### src/rtl/disp_pkg.sv
`default_nettype none
// ============================================================================
// disp_pkg : shared types, glyph codes and 7-segment encoder for disp7seg_driver
// Rev 1.0
// ============================================================================
package disp_pkg;

  typedef enum logic [1:0] {
    IDLE   = 2'd0,
    LOAD   = 2'd1,
    SHIFT  = 2'd2,
    COMMIT = 2'd3
  } state_t;

  // Glyphs 0..15 are hex digits; the two above them are non-numeric symbols.
  typedef logic [4:0] glyph_t;

  localparam glyph_t G_BLANK    = 5'd16;
  localparam glyph_t G_MINUS    = 5'd17;
  localparam int     BCD_DIGITS = 5;

  // Active-low cathodes, bit0 = a ... bit6 = g.
  function automatic logic [6:0] seg_encode(input glyph_t g);
    logic [6:0] s;
    case (g)
      5'd0:    s = 7'b1000000;
      5'd1:    s = 7'b1111001;
      5'd2:    s = 7'b0100100;
      5'd3:    s = 7'b0110000;
      5'd4:    s = 7'b0011001;
      5'd5:    s = 7'b0010010;
      5'd6:    s = 7'b0000010;
      5'd7:    s = 7'b1111000;
      5'd8:    s = 7'b0000000;
      5'd9:    s = 7'b0010000;
      5'd10:   s = 7'b0001000;
      5'd11:   s = 7'b0000011;
      5'd12:   s = 7'b1000110;
      5'd13:   s = 7'b0100001;
      5'd14:   s = 7'b0000110;
      5'd15:   s = 7'b0001110;
      5'd17:   s = 7'b0111111;
      default: s = 7'h7F;
    endcase
    return s;
  endfunction

endpackage
`default_nettype wire

### src/rtl/bin2bcd_seq.sv
`default_nettype none
// ============================================================================
// bin2bcd_seq : 16-bit binary to 5-digit BCD, one double-dabble step per cycle
// Rev 1.0
// ============================================================================
module bin2bcd_seq
  import disp_pkg::*;
(
  input  logic                    clk,
  input  logic                    rst_n,
  input  logic                    start,
  input  logic [15:0]             bin,
  output logic [4*BCD_DIGITS-1:0] bcd,
  output logic                    done
);

  logic [15:0]             r_bin;
  logic [4*BCD_DIGITS-1:0] r_bcd;
  logic [3:0]              r_cnt;
  logic                    r_run;
  logic [4*BCD_DIGITS-1:0] w_adj;

  always_comb begin
    w_adj = r_bcd;
    for (int i = 0; i < BCD_DIGITS; i++) begin
      if (r_bcd[4*i +: 4] >= 4'd5) w_adj[4*i +: 4] = r_bcd[4*i +: 4] + 4'd3;
    end
  end

  always_ff @(posedge clk or negedge rst_n) begin
    if (!rst_n) begin
      r_bin <= '0;
      r_bcd <= '0;
      r_cnt <= '0;
      r_run <= 1'b0;
    end else if (start) begin
      r_bin <= bin;
      r_bcd <= '0;
      r_cnt <= '0;
      r_run <= 1'b1;
    end else if (r_run) begin
      {r_bcd, r_bin} <= {w_adj, r_bin} << 1;
      r_cnt          <= r_cnt + 4'd1;
      if (r_cnt == 4'd15) r_run <= 1'b0;
    end
  end

  // Asserted during the final iteration; bcd is complete on the next cycle.
  assign done = r_run && (r_cnt == 4'd15);
  assign bcd  = r_bcd;

endmodule
`default_nettype wire

### src/rtl/disp7seg_driver.sv
`default_nettype none
// ============================================================================
// disp7seg_driver : calculator result to 8-digit multiplexed 7-segment display
// Rev 1.0
// ============================================================================
module disp7seg_driver
  import disp_pkg::*;
#(
  parameter int CLK_HZ     = 100_000_000,
  parameter int REFRESH_HZ = 1000,
  parameter int N_DIGITS   = 8
) (
  input  logic                clk,
  input  logic                reset,
  input  logic [15:0]         value,
  input  logic                signed_mode,
  input  logic                hex_mode,
  input  logic [2:0]          status,
  output logic [6:0]          segments,
  output logic                dp,
  output logic [N_DIGITS-1:0] anodes,
  output logic                busy
);

  localparam int c_presc_max = CLK_HZ / REFRESH_HZ - 1;
  localparam int c_presc_w   = (c_presc_max > 0) ? $clog2(c_presc_max + 1) : 1;
  localparam int c_idx_w     = (N_DIGITS > 1) ? $clog2(N_DIGITS) : 1;

  state_t                  r_state, w_next;
  logic [15:0]             r_snap_value;
  logic                    r_snap_signed, r_snap_hex, r_snap_valid, r_neg;
  glyph_t                  r_digit [0:5];
  glyph_t                  w_new   [0:5];
  logic                    w_neg, w_changed, w_start, w_done;
  logic [15:0]             w_mag;
  logic [4*BCD_DIGITS-1:0] w_bcd;
  int                      w_msd, w_idx;
  glyph_t                  w_glyph;
  logic [c_presc_w-1:0]    r_presc;
  logic [c_idx_w-1:0]      r_idx;
  logic [N_DIGITS-1:0]     r_anodes;
  logic [6:0]              r_segments;

  assign w_neg     = signed_mode & ~hex_mode & value[15];
  assign w_mag     = w_neg ? (~value + 16'd1) : value;
  assign w_changed = !r_snap_valid ||
                     ({value, signed_mode, hex_mode} != {r_snap_value, r_snap_signed, r_snap_hex});
  assign w_start   = (r_state == LOAD) && !hex_mode;

  bin2bcd_seq u_bin2bcd (
    .clk   (clk),
    .rst_n (reset),
    .start (w_start),
    .bin   (w_mag),
    .bcd   (w_bcd),
    .done  (w_done)
  );

  always_comb begin
    w_next = r_state;
    case (r_state)
      IDLE:    if (w_changed) w_next = LOAD;
      LOAD:    w_next = hex_mode ? COMMIT : SHIFT;
      SHIFT:   if (w_done) w_next = COMMIT;
      default: w_next = IDLE;
    endcase
  end

  // Leading-zero blanking with the minus sign hugging the leftmost shown digit.
  always_comb begin
    w_msd = 0;
    for (int i = 0; i < 6; i++) w_new[i] = G_BLANK;
    if (r_snap_hex) begin
      for (int i = 0; i < 4; i++) w_new[i] = {1'b0, r_snap_value[4*i +: 4]};
    end else begin
      for (int i = 1; i < BCD_DIGITS; i++) begin
        if (w_bcd[4*i +: 4] != 4'd0) w_msd = i;
      end
      for (int i = 0; i < BCD_DIGITS; i++) begin
        if (i <= w_msd) w_new[i] = {1'b0, w_bcd[4*i +: 4]};
      end
      for (int i = 1; i < 6; i++) begin
        if (r_neg && (i == w_msd + 1)) w_new[i] = G_MINUS;
      end
    end
  end

  always_ff @(posedge clk or negedge reset) begin
    if (!reset) begin
      r_state       <= IDLE;
      r_snap_value  <= '0;
      r_snap_signed <= 1'b0;
      r_snap_hex    <= 1'b0;
      r_snap_valid  <= 1'b0;
      r_neg         <= 1'b0;
      for (int i = 0; i < 6; i++) r_digit[i] <= G_BLANK;
    end else begin
      r_state <= w_next;
      if (r_state == LOAD) begin
        r_snap_value  <= value;
        r_snap_signed <= signed_mode;
        r_snap_hex    <= hex_mode;
        r_neg         <= w_neg;
      end
      if (r_state == COMMIT) begin
        for (int i = 0; i < 6; i++) r_digit[i] <= w_new[i];
        r_snap_valid <= 1'b1;
      end
    end
  end

  // Digit 6 is permanently blank; digit 7 tracks status directly.
  always_comb begin
    w_idx   = int'(r_idx);
    w_glyph = G_BLANK;
    if (w_idx == 7)     w_glyph = {2'b00, status};
    else if (w_idx < 6) w_glyph = r_digit[w_idx];
  end

  always_ff @(posedge clk or negedge reset) begin
    if (!reset) begin
      r_presc    <= '0;
      r_idx      <= '0;
      r_anodes   <= '1;
      r_segments <= 7'h7F;
    end else begin
      if (r_presc == c_presc_w'(c_presc_max)) begin
        r_presc <= '0;
        r_idx   <= (r_idx == c_idx_w'(N_DIGITS - 1)) ? '0 : r_idx + 1'b1;
      end else begin
        r_presc <= r_presc + 1'b1;
      end
      r_anodes   <= ~(N_DIGITS'(1) << r_idx);
      r_segments <= seg_encode(w_glyph);
    end
  end

  assign anodes   = r_anodes;
  assign segments = r_segments;
  assign dp       = 1'b1;
  assign busy     = (r_state != IDLE);

endmodule
`default_nettype wire
### config.mk
export PLATFORM = sky130hd
export DESIGN_NAME = disp7seg_driver
export DESIGN_NICKNAME = d
export VERILOG_FILES = /design/src/rtl/disp_pkg.sv /design/src/rtl/bin2bcd_seq.sv /design/src/rtl/disp7seg_driver.sv
export SDC_FILE = /design/constraint.sdc
export NUM_CORES = 1
export LEC_CHECK = 0
export ABC_CLOCK_PERIOD_IN_PS = 3000
export CORE_MARGIN = 10
export CORE_UTILIZATION = 60
export DETAILED_ROUTE_END_ITERATION = 10
export PLACE_DENSITY = 0.8
export SYNTH_ARGS = -nofsm -noshare
export SYNTH_HDL_FRONTEND = slang
export SYNTH_SLANG_ARGS = --single-unit
### constraint.sdc
create_clock -name clk -period 3 [get_ports clk]
set_input_delay 0.6 -clock clk [delete_from_list [all_inputs] [get_ports clk]]
set_output_delay 0.6 -clock clk [all_outputs]
set_load 0.05 [all_outputs]
Yosys cells after proc, flatten, opt, wreduce, memory -nomap -nowiden
Memories as Yosys holds them, arrays and structs flattened. A register that Yosys moved wholly into a read port is not among the register bits.
Cells that the tools add are included.
{ "op_classes": {"mux": 43, "n_eq_ne": 15, "addsub": 10, "n_bitwise": 6, "shift": 1, "n_lt_le_gt_ge": 12, "n_reduce_logical": 19} }
{ "op_table": {"columns": ["op", "count"], "rows": [
  ["$mux W32", 4],
  ["$mux W5", 13],
  ["$eq A3 B32 Y1 const A", 2],
  ["$eq A4 B32 Y1 const A", 2],
  ["$le A3 B32 Y1 const A", 2],
  ["$mux W20", 3],
  ["$mux W16", 3],
  ["$add A32 B2 Y32 const B", 1],
  ["$eq A2 B32 Y1 const A", 1],
  ["$ge A32 B4 Y1 const B", 1],
  ["$le A1 B32 Y1 const A", 1],
  ["$le A2 B32 Y1 const A", 1],
  ["$le A4 B32 Y1 const A", 1],
  ["$not A3 Y32", 1],
  ["$mux W4", 6],
  ["$ge A4 B3 Y1 const B", 5],
  ["$ne A18 B18 Y1", 1],
  ["$add A17 B1 Y17 const B", 1],
  ["$eq A17 B17 Y1 const B", 1],
  ["$mux W17", 1],
  ["$add A16 B1 Y16 const B", 1],
  ["$add A4 B2 Y4 const B", 4],
  ["$not A16 Y16", 1],
  ["$reduce_bool A4 Y1", 4],
  ["27 further kinds", 45]
]} }
{ "word_totals": {"memories": 1, "elab_cells": 126, "out_inout_bits": 17, "romBits": 224, "register_bits": 121, "in_bits": 23} }
{ "memory_table": {"columns": ["name", "words", "width", "read_ports", "rd_clocked_by_memory_dff", "write_ports", "line_no", "source"], "rows": [
  ["(name not given)", 32, 7, 1, 1, 0, "disp_pkg.sv:25", "case (g)"]
]} }

Longest topological paths before layout
{ "depth": {"depth_word": 11, "ltp_mapped": 10, "ltp_nobuf": 10} }

Cells and area by module
Synthesis repeated with hierarchy kept, for this count alone.
{ "hier_totals": {"hier_cells": 668, "area_unflattened_um2": 6840.3} }
{ "modules_own_cells": {"columns": ["mod", "area_per_inst_um2", "instances", "seq_area_each_um2", "cells_per_inst"], "rows": [
  ["disp7seg_driver", 4605.7, 1, 2102.0, 439],
  ["bin2bcd_seq", 2234.6, 1, 1026.0, 229]
]} }

Worst setup path before layout
OpenSTA, ideal clock, no wires.
{ "synth_path": {"path_kind": "reg2reg", "start": "reg r_idx[0]", "end": "reg r_segments[0] (netlist: segments[0])", "n_path_buf": 1, "synth_period_minus_slack_ns": 2.545, "path_stages_with_launch": 9, "t_required_ns": 2.906, "setup_ns": 0.094, "t_arrival_ns": 2.450, "setup_slack_ns": 0.455, "path_cell_list": "dfrtp_1 buf_6 mux4_1 a221oi_2 inv_1 ha_1 inv_1 nor3_1 or4_1"} }
{ "synth_via": {"elab_chain_cells": 6, "elab_cells_between_ends": 8, "cone_classes": "order compare (1); eq/ne (1); mux (5); bitwise (1)"} }
{ "synth_lines": {"columns": ["element", "line_no", "source"], "rows": [
  ["from (decl)", "disp7seg_driver.sv:40", "logic [c_idx_w-1:0] r_idx;"],
  ["from (signal assigned)", "disp7seg_driver.sv:129", "r_idx <= (r_idx == c_idx_w'(N_DIGITS - 1)) ? '0 : r_idx + 1'b1;"],
  ["$not A3 Y32 (implied by the code)", "disp7seg_driver.sv:117", "else if (w_idx < 6) w_glyph = r_digit[w_idx];"],
  ["$bmux W5 S3", "disp7seg_driver.sv:117", null],
  ["$mux W5 (implied by the code) (2 in series)", "disp7seg_driver.sv:117", null],
  ["$mux W5", "disp7seg_driver.sv:117", null],
  ["$mux W5 (*)", "disp7seg_driver.sv:116", "if (w_idx == 7) w_glyph = {2'b00, status};"],
  ["to (decl)", "disp7seg_driver.sv:42", "logic [6:0] r_segments;"]
]} }
Mark *: on every way between the ends. The rest lies on a longest branch, timed or not. The select of a mux whose other input is x is not followed.
A chain may end at the register's enable or synchronous reset.

Worst setup path in the final report
{ "layout_path": {"start": "reg r_state[0]", "end": "out busy"} }
{ "layout_via": {"elab_chain_cells": 1} }
{ "layout_lines": {"columns": ["element", "line_no", "source"], "rows": [
  ["from (decl)", "disp7seg_driver.sv:29", "state_t r_state, w_next;"],
  ["from (signal assigned)", "disp7seg_driver.sv:98", "r_state <= w_next;"],
  ["$reduce_bool A2 Y1", "disp7seg_driver.sv:141", "assign busy = (r_state != IDLE);"],
  ["to (decl)", "disp7seg_driver.sv:22", "output logic busy"]
]} }
Every way passes these cells.

==> metrics.md <==
| Metric | Value |
|---|---|
| CP Cell Sequence | `inv_1 > ha_1 > inv_1 > clkdlybuf4s50_1` |
| Avg Synthesized Cell Area | `10.08 sq um` |
| RSZ-0062 raised after global routing | `no` |
| IO Count | `40` |
| Xor/xnor share of the synthesized area | `0.07568` |
| PnR Total Power | `7869 uW` |
| Most common cell on crit path | `inv_1` |
| # H-tree levels | `4` |
| P_leak | `0.003370 uW` |
| Peak per-stage delay on the critical path | `0.80 ns` |
| Vias per cell | `5.854` |
| Power density cells | `1010 mW/mm^2` |
| Post-synth top flop | `dfrtp_1` |
| Max Buffers Root-to-Sink | `2` |
| Critical path arrival | `2.14 ns` |
| Buffers on Ports | `38` |
| First-pass GRT wire length | `24.76 mm` |
| Startpoint Class | `flip-flop` |
| Post-DP Area | `0.007253 sq mm` |
| Synthesis-to-finish area growth | `16.05%` |
| Req. time, crit path | `2.40 ns` |
| Die height | `125.8 um` |
| Hold Path Class | `reg -> reg` |
| Initial Util | `0.6165` |
| Register area share after synthesis | `0.4660` |
| Commonest non-fill, non-tap cell in the layout | `dfrtp_1` |
| Post-synthesis cell type count | `54` |
| Fin area | `0.007790 sq mm` |
| Busiest grt layer | `met2` |
| Antenna Nets Post-Route | `0` |
| FF-to-FF End | `segments[0]` |
| CTS clk-pin slew, worst paths | `0.06 ns` |
| DR WL/cell | `17.60 um` |
| CP Launch Point | `r_state[0]` |
| Internal | `4888 uW` |
| Worst-margin pin slew | `0.6037 ns` |
| Final setup vio count | `0` |
| Multiplexer area fraction after synthesis | `0.09655` |
| VDD IR-drop max | `0.8255 mV` |
| Cts bufs inserted | `17` |
| Hold path cells | `1` |
| Hold_buf cts | `1` |
| Number of DRC markers in iteration 0 | `428` |
| Total number of vias | `5023` |
| Final Hold Violating Endpoints | `0` |
| Main combinational cell family by area after synthesis | `simple AND/OR/NAND/NOR gates` |
| Clock power share | `0.232` |
| Slowest CP cell | `clkdlybuf4s50_1` |
| Post-Route WL | `15.10 mm` |
| Worst rel slew slack | `0.5975` |
| Post-synth EDFFs | `0` |
| Clk_skew | `0.007275 ns` |
| TNS Setup | `0 ns` |
| Largest net degree at the start of global routing | `101` |
| Row cnt | `38` |
| Post-Syn Area | `0.006713 sq mm` |
| Ant diodes | `0` |
| Sw frac | `0.3789` |
| Post-synthesis simple-gate area fraction | `0.1510` |
| Root buffer cell | `clkbuf_8` |
| Global Route Usage Sum | `0.1917` |
| Initial antenna violation count | `0` |
| Post-CTS Setup Bufs | `0` |
| Final GP Congestion | `0.8810` |
| Post-route setup slack | `0.2621 ns` |
| Clock Latency Late Sink | `0.53 ns` |
| Detailed Place HPWL | `10.57 mm` |
| Synth Area in Compound Gates | `0.1167` |
| Die area | `0.01582 sq mm` |
| Overall die width | `125.8 um` |
| Worst setup path endpoint | `busy` |
| Tcrit/Tclk final | `0.9126` |
| Ys async rst share | `1.000` |
| Final Slew Violations | `0` |
| First drt pass iteration count | `5` |
| Gate Count Post-Synth | `666` |
| R2R Path Start | `r_idx[0]` |
| P_sw | `2982 uW` |
| Fin cells | `858` |
| Comb power frac | `0.397` |
| Yosys warns | `0` |
| Inst Count DP | `826` |
| Fin nets | `757` |
| DP Worst Slack | `0.2250 ns` |
| CTS tree | `done` |
| Crit-path max FO | `5` |
| Post-synthesis adder-cell area fraction | `0.05219` |
| Commonest non-fill, non-tap cells in the layout | `dfrtp_1, nor2_1, nand2_1, a21oi_1, clkdlybuf4s50_1` |
| Global-route met1 utilization | `0.2468` |
| Core Region | `0.01089 sq mm` |
| M3 GR Usage | `0.04740` |
| Crit path time final | `2.738 ns` |
| Post-Syn Nets | `717` |
| Met2 Use GR | `0.3008` |
| Synth Register Bits | `124` |
| Worst Setup End Kind | `output pin` |
| Share of layout cells above drive strength 1 | `0.1407` |
| Post_cts resized | `0` |
| CTS Sinks | `124` |
| Status | `finished, final reports clean` |
| Max Fclk | `365.2 MHz` |
| Number of global-route vias before repair | `4955` |
| Worst r2r path cells | `8` |
| DRC | `0` |
| R2R setup slack | `0.29 ns` |
| Kind of critical path | `reg -> out` |
| Seq pwr share | `0.372` |
| Gr ovfl total | `0` |
| Max-cap viol count | `0` |
[power by group through the flow]
| stage | registers, uW | clock network, uW | logic, uW |
|---|---|---|---|
| finish | 2920 | 1820 | 3120 |
| global route | 3000 | 1930 | 3470 |
| CTS | 2910 | 1870 | 3130 |
| detailed placement | 2930 | 0 | 3090 |
| global placement | 2910 | 0 | 2950 |
| floorplan | 2860 | 0 | 2270 |
[worst min-delay path by stage]
stage / from / end / slack [ns]
after floorplan: reset / r_digit[0] / 0.30
after global placement: r_snap_valid / r_snap_valid / 0.46
after detailed placement: r_snap_valid / r_snap_valid / 0.45
after CTS: r_snap_valid / r_snap_valid / 0.48
after global routing: r_digit[29] / r_digit[29] / 0.49
final: r_snap_valid / r_snap_valid / 0.47
[critical path: cells and delay by family, from the launching register on]
kind       cells  cell delay [ns]
fa+ha+maj      1             0.24
buf+inv        3             0.95
flops          1             0.42
[cell families after synthesis]
kind of cell	count (synthesis)
and+or+nand+nor	204
adders and majority gates	28
DFF	124
xor gates and xnor gates	58
buffers and inverters	67
other	1
AOI/OAI and AO/OA	128
muxes	56
[layer usage]
metal / vias to the layer above / share of wire
li1: 2402 / -
met1: 2452 / 0.45
met2: 142 / 0.47
met3: 27 / 0.049
met4: 0 / 0.025
met5: - / 0
[flip-flops by register name, summed over array words and instances (netlist names), 3 cells and up]
| register | cells |
|---|---|
| anodes | 8 |
| r_digit | 26 |
| r_idx | 3 |
| r_presc | 17 |
| r_snap_value | 16 |
| segments | 7 |
| u_bin2bcd.bcd | 20 |
| u_bin2bcd.r_bin | 16 |
| u_bin2bcd.r_cnt | 4 |
[metrics by stage]
| step | util | hold WS (ns) |
|---|---|---|
| final | 0.7155 | 0.4731 |
| after global routing | 0.7155 | 0.4925 |
| after CTS | 0.7155 | 0.4768 |
| after detailed placement | 0.6662 | 0.4544 |
| after global placement | 0.6662 | 0.4610 |
| after floorplan | - | 0.3044 |
[cell usage after synthesis (3+ instances only)]
master,count,share of area
nor2b_1,20,0.019
nand3_1,22,0.016
a21o_1,4,0.0045
inv_1,31,0.017
xnor2_1,27,0.035
xor2_1,31,0.040
a31oi_1,8,0.0075
dfstp_2,20,0.078
nor3b_1,5,0.0056
nand2_1,50,0.028
a211oi_1,13,0.015
dfrtp_1,104,0.39
nor2_1,56,0.031
o31ai_1,4,0.0045
mux2_2,24,0.040
and2_1,5,0.0047
nor3_1,8,0.0060
ha_1,28,0.052
nor4_1,9,0.0084
a21oi_1,50,0.037
nand4_1,7,0.0065
clkbuf_1,25,0.014
o22ai_1,5,0.0047
a221o_1,3,0.0045
o21ai_0,26,0.019
buf_2,3,0.0022
o211ai_1,3,0.0034
mux2i_1,28,0.042
nand2b_1,8,0.0075
[layout make-up]
class | count | area (sq um)
repair buffers | 55 | 520.5
fillers | 764 | 3098
well taps | 140 | 175.2
inverters | 33 | 123.9
multi-input cells | 475 | 3314
clock buffers | 23 | 456.7
flip-flops and latches | 124 | 3129
clock inverters | 8 | 70.07
(Power assumes the default switching activity.)
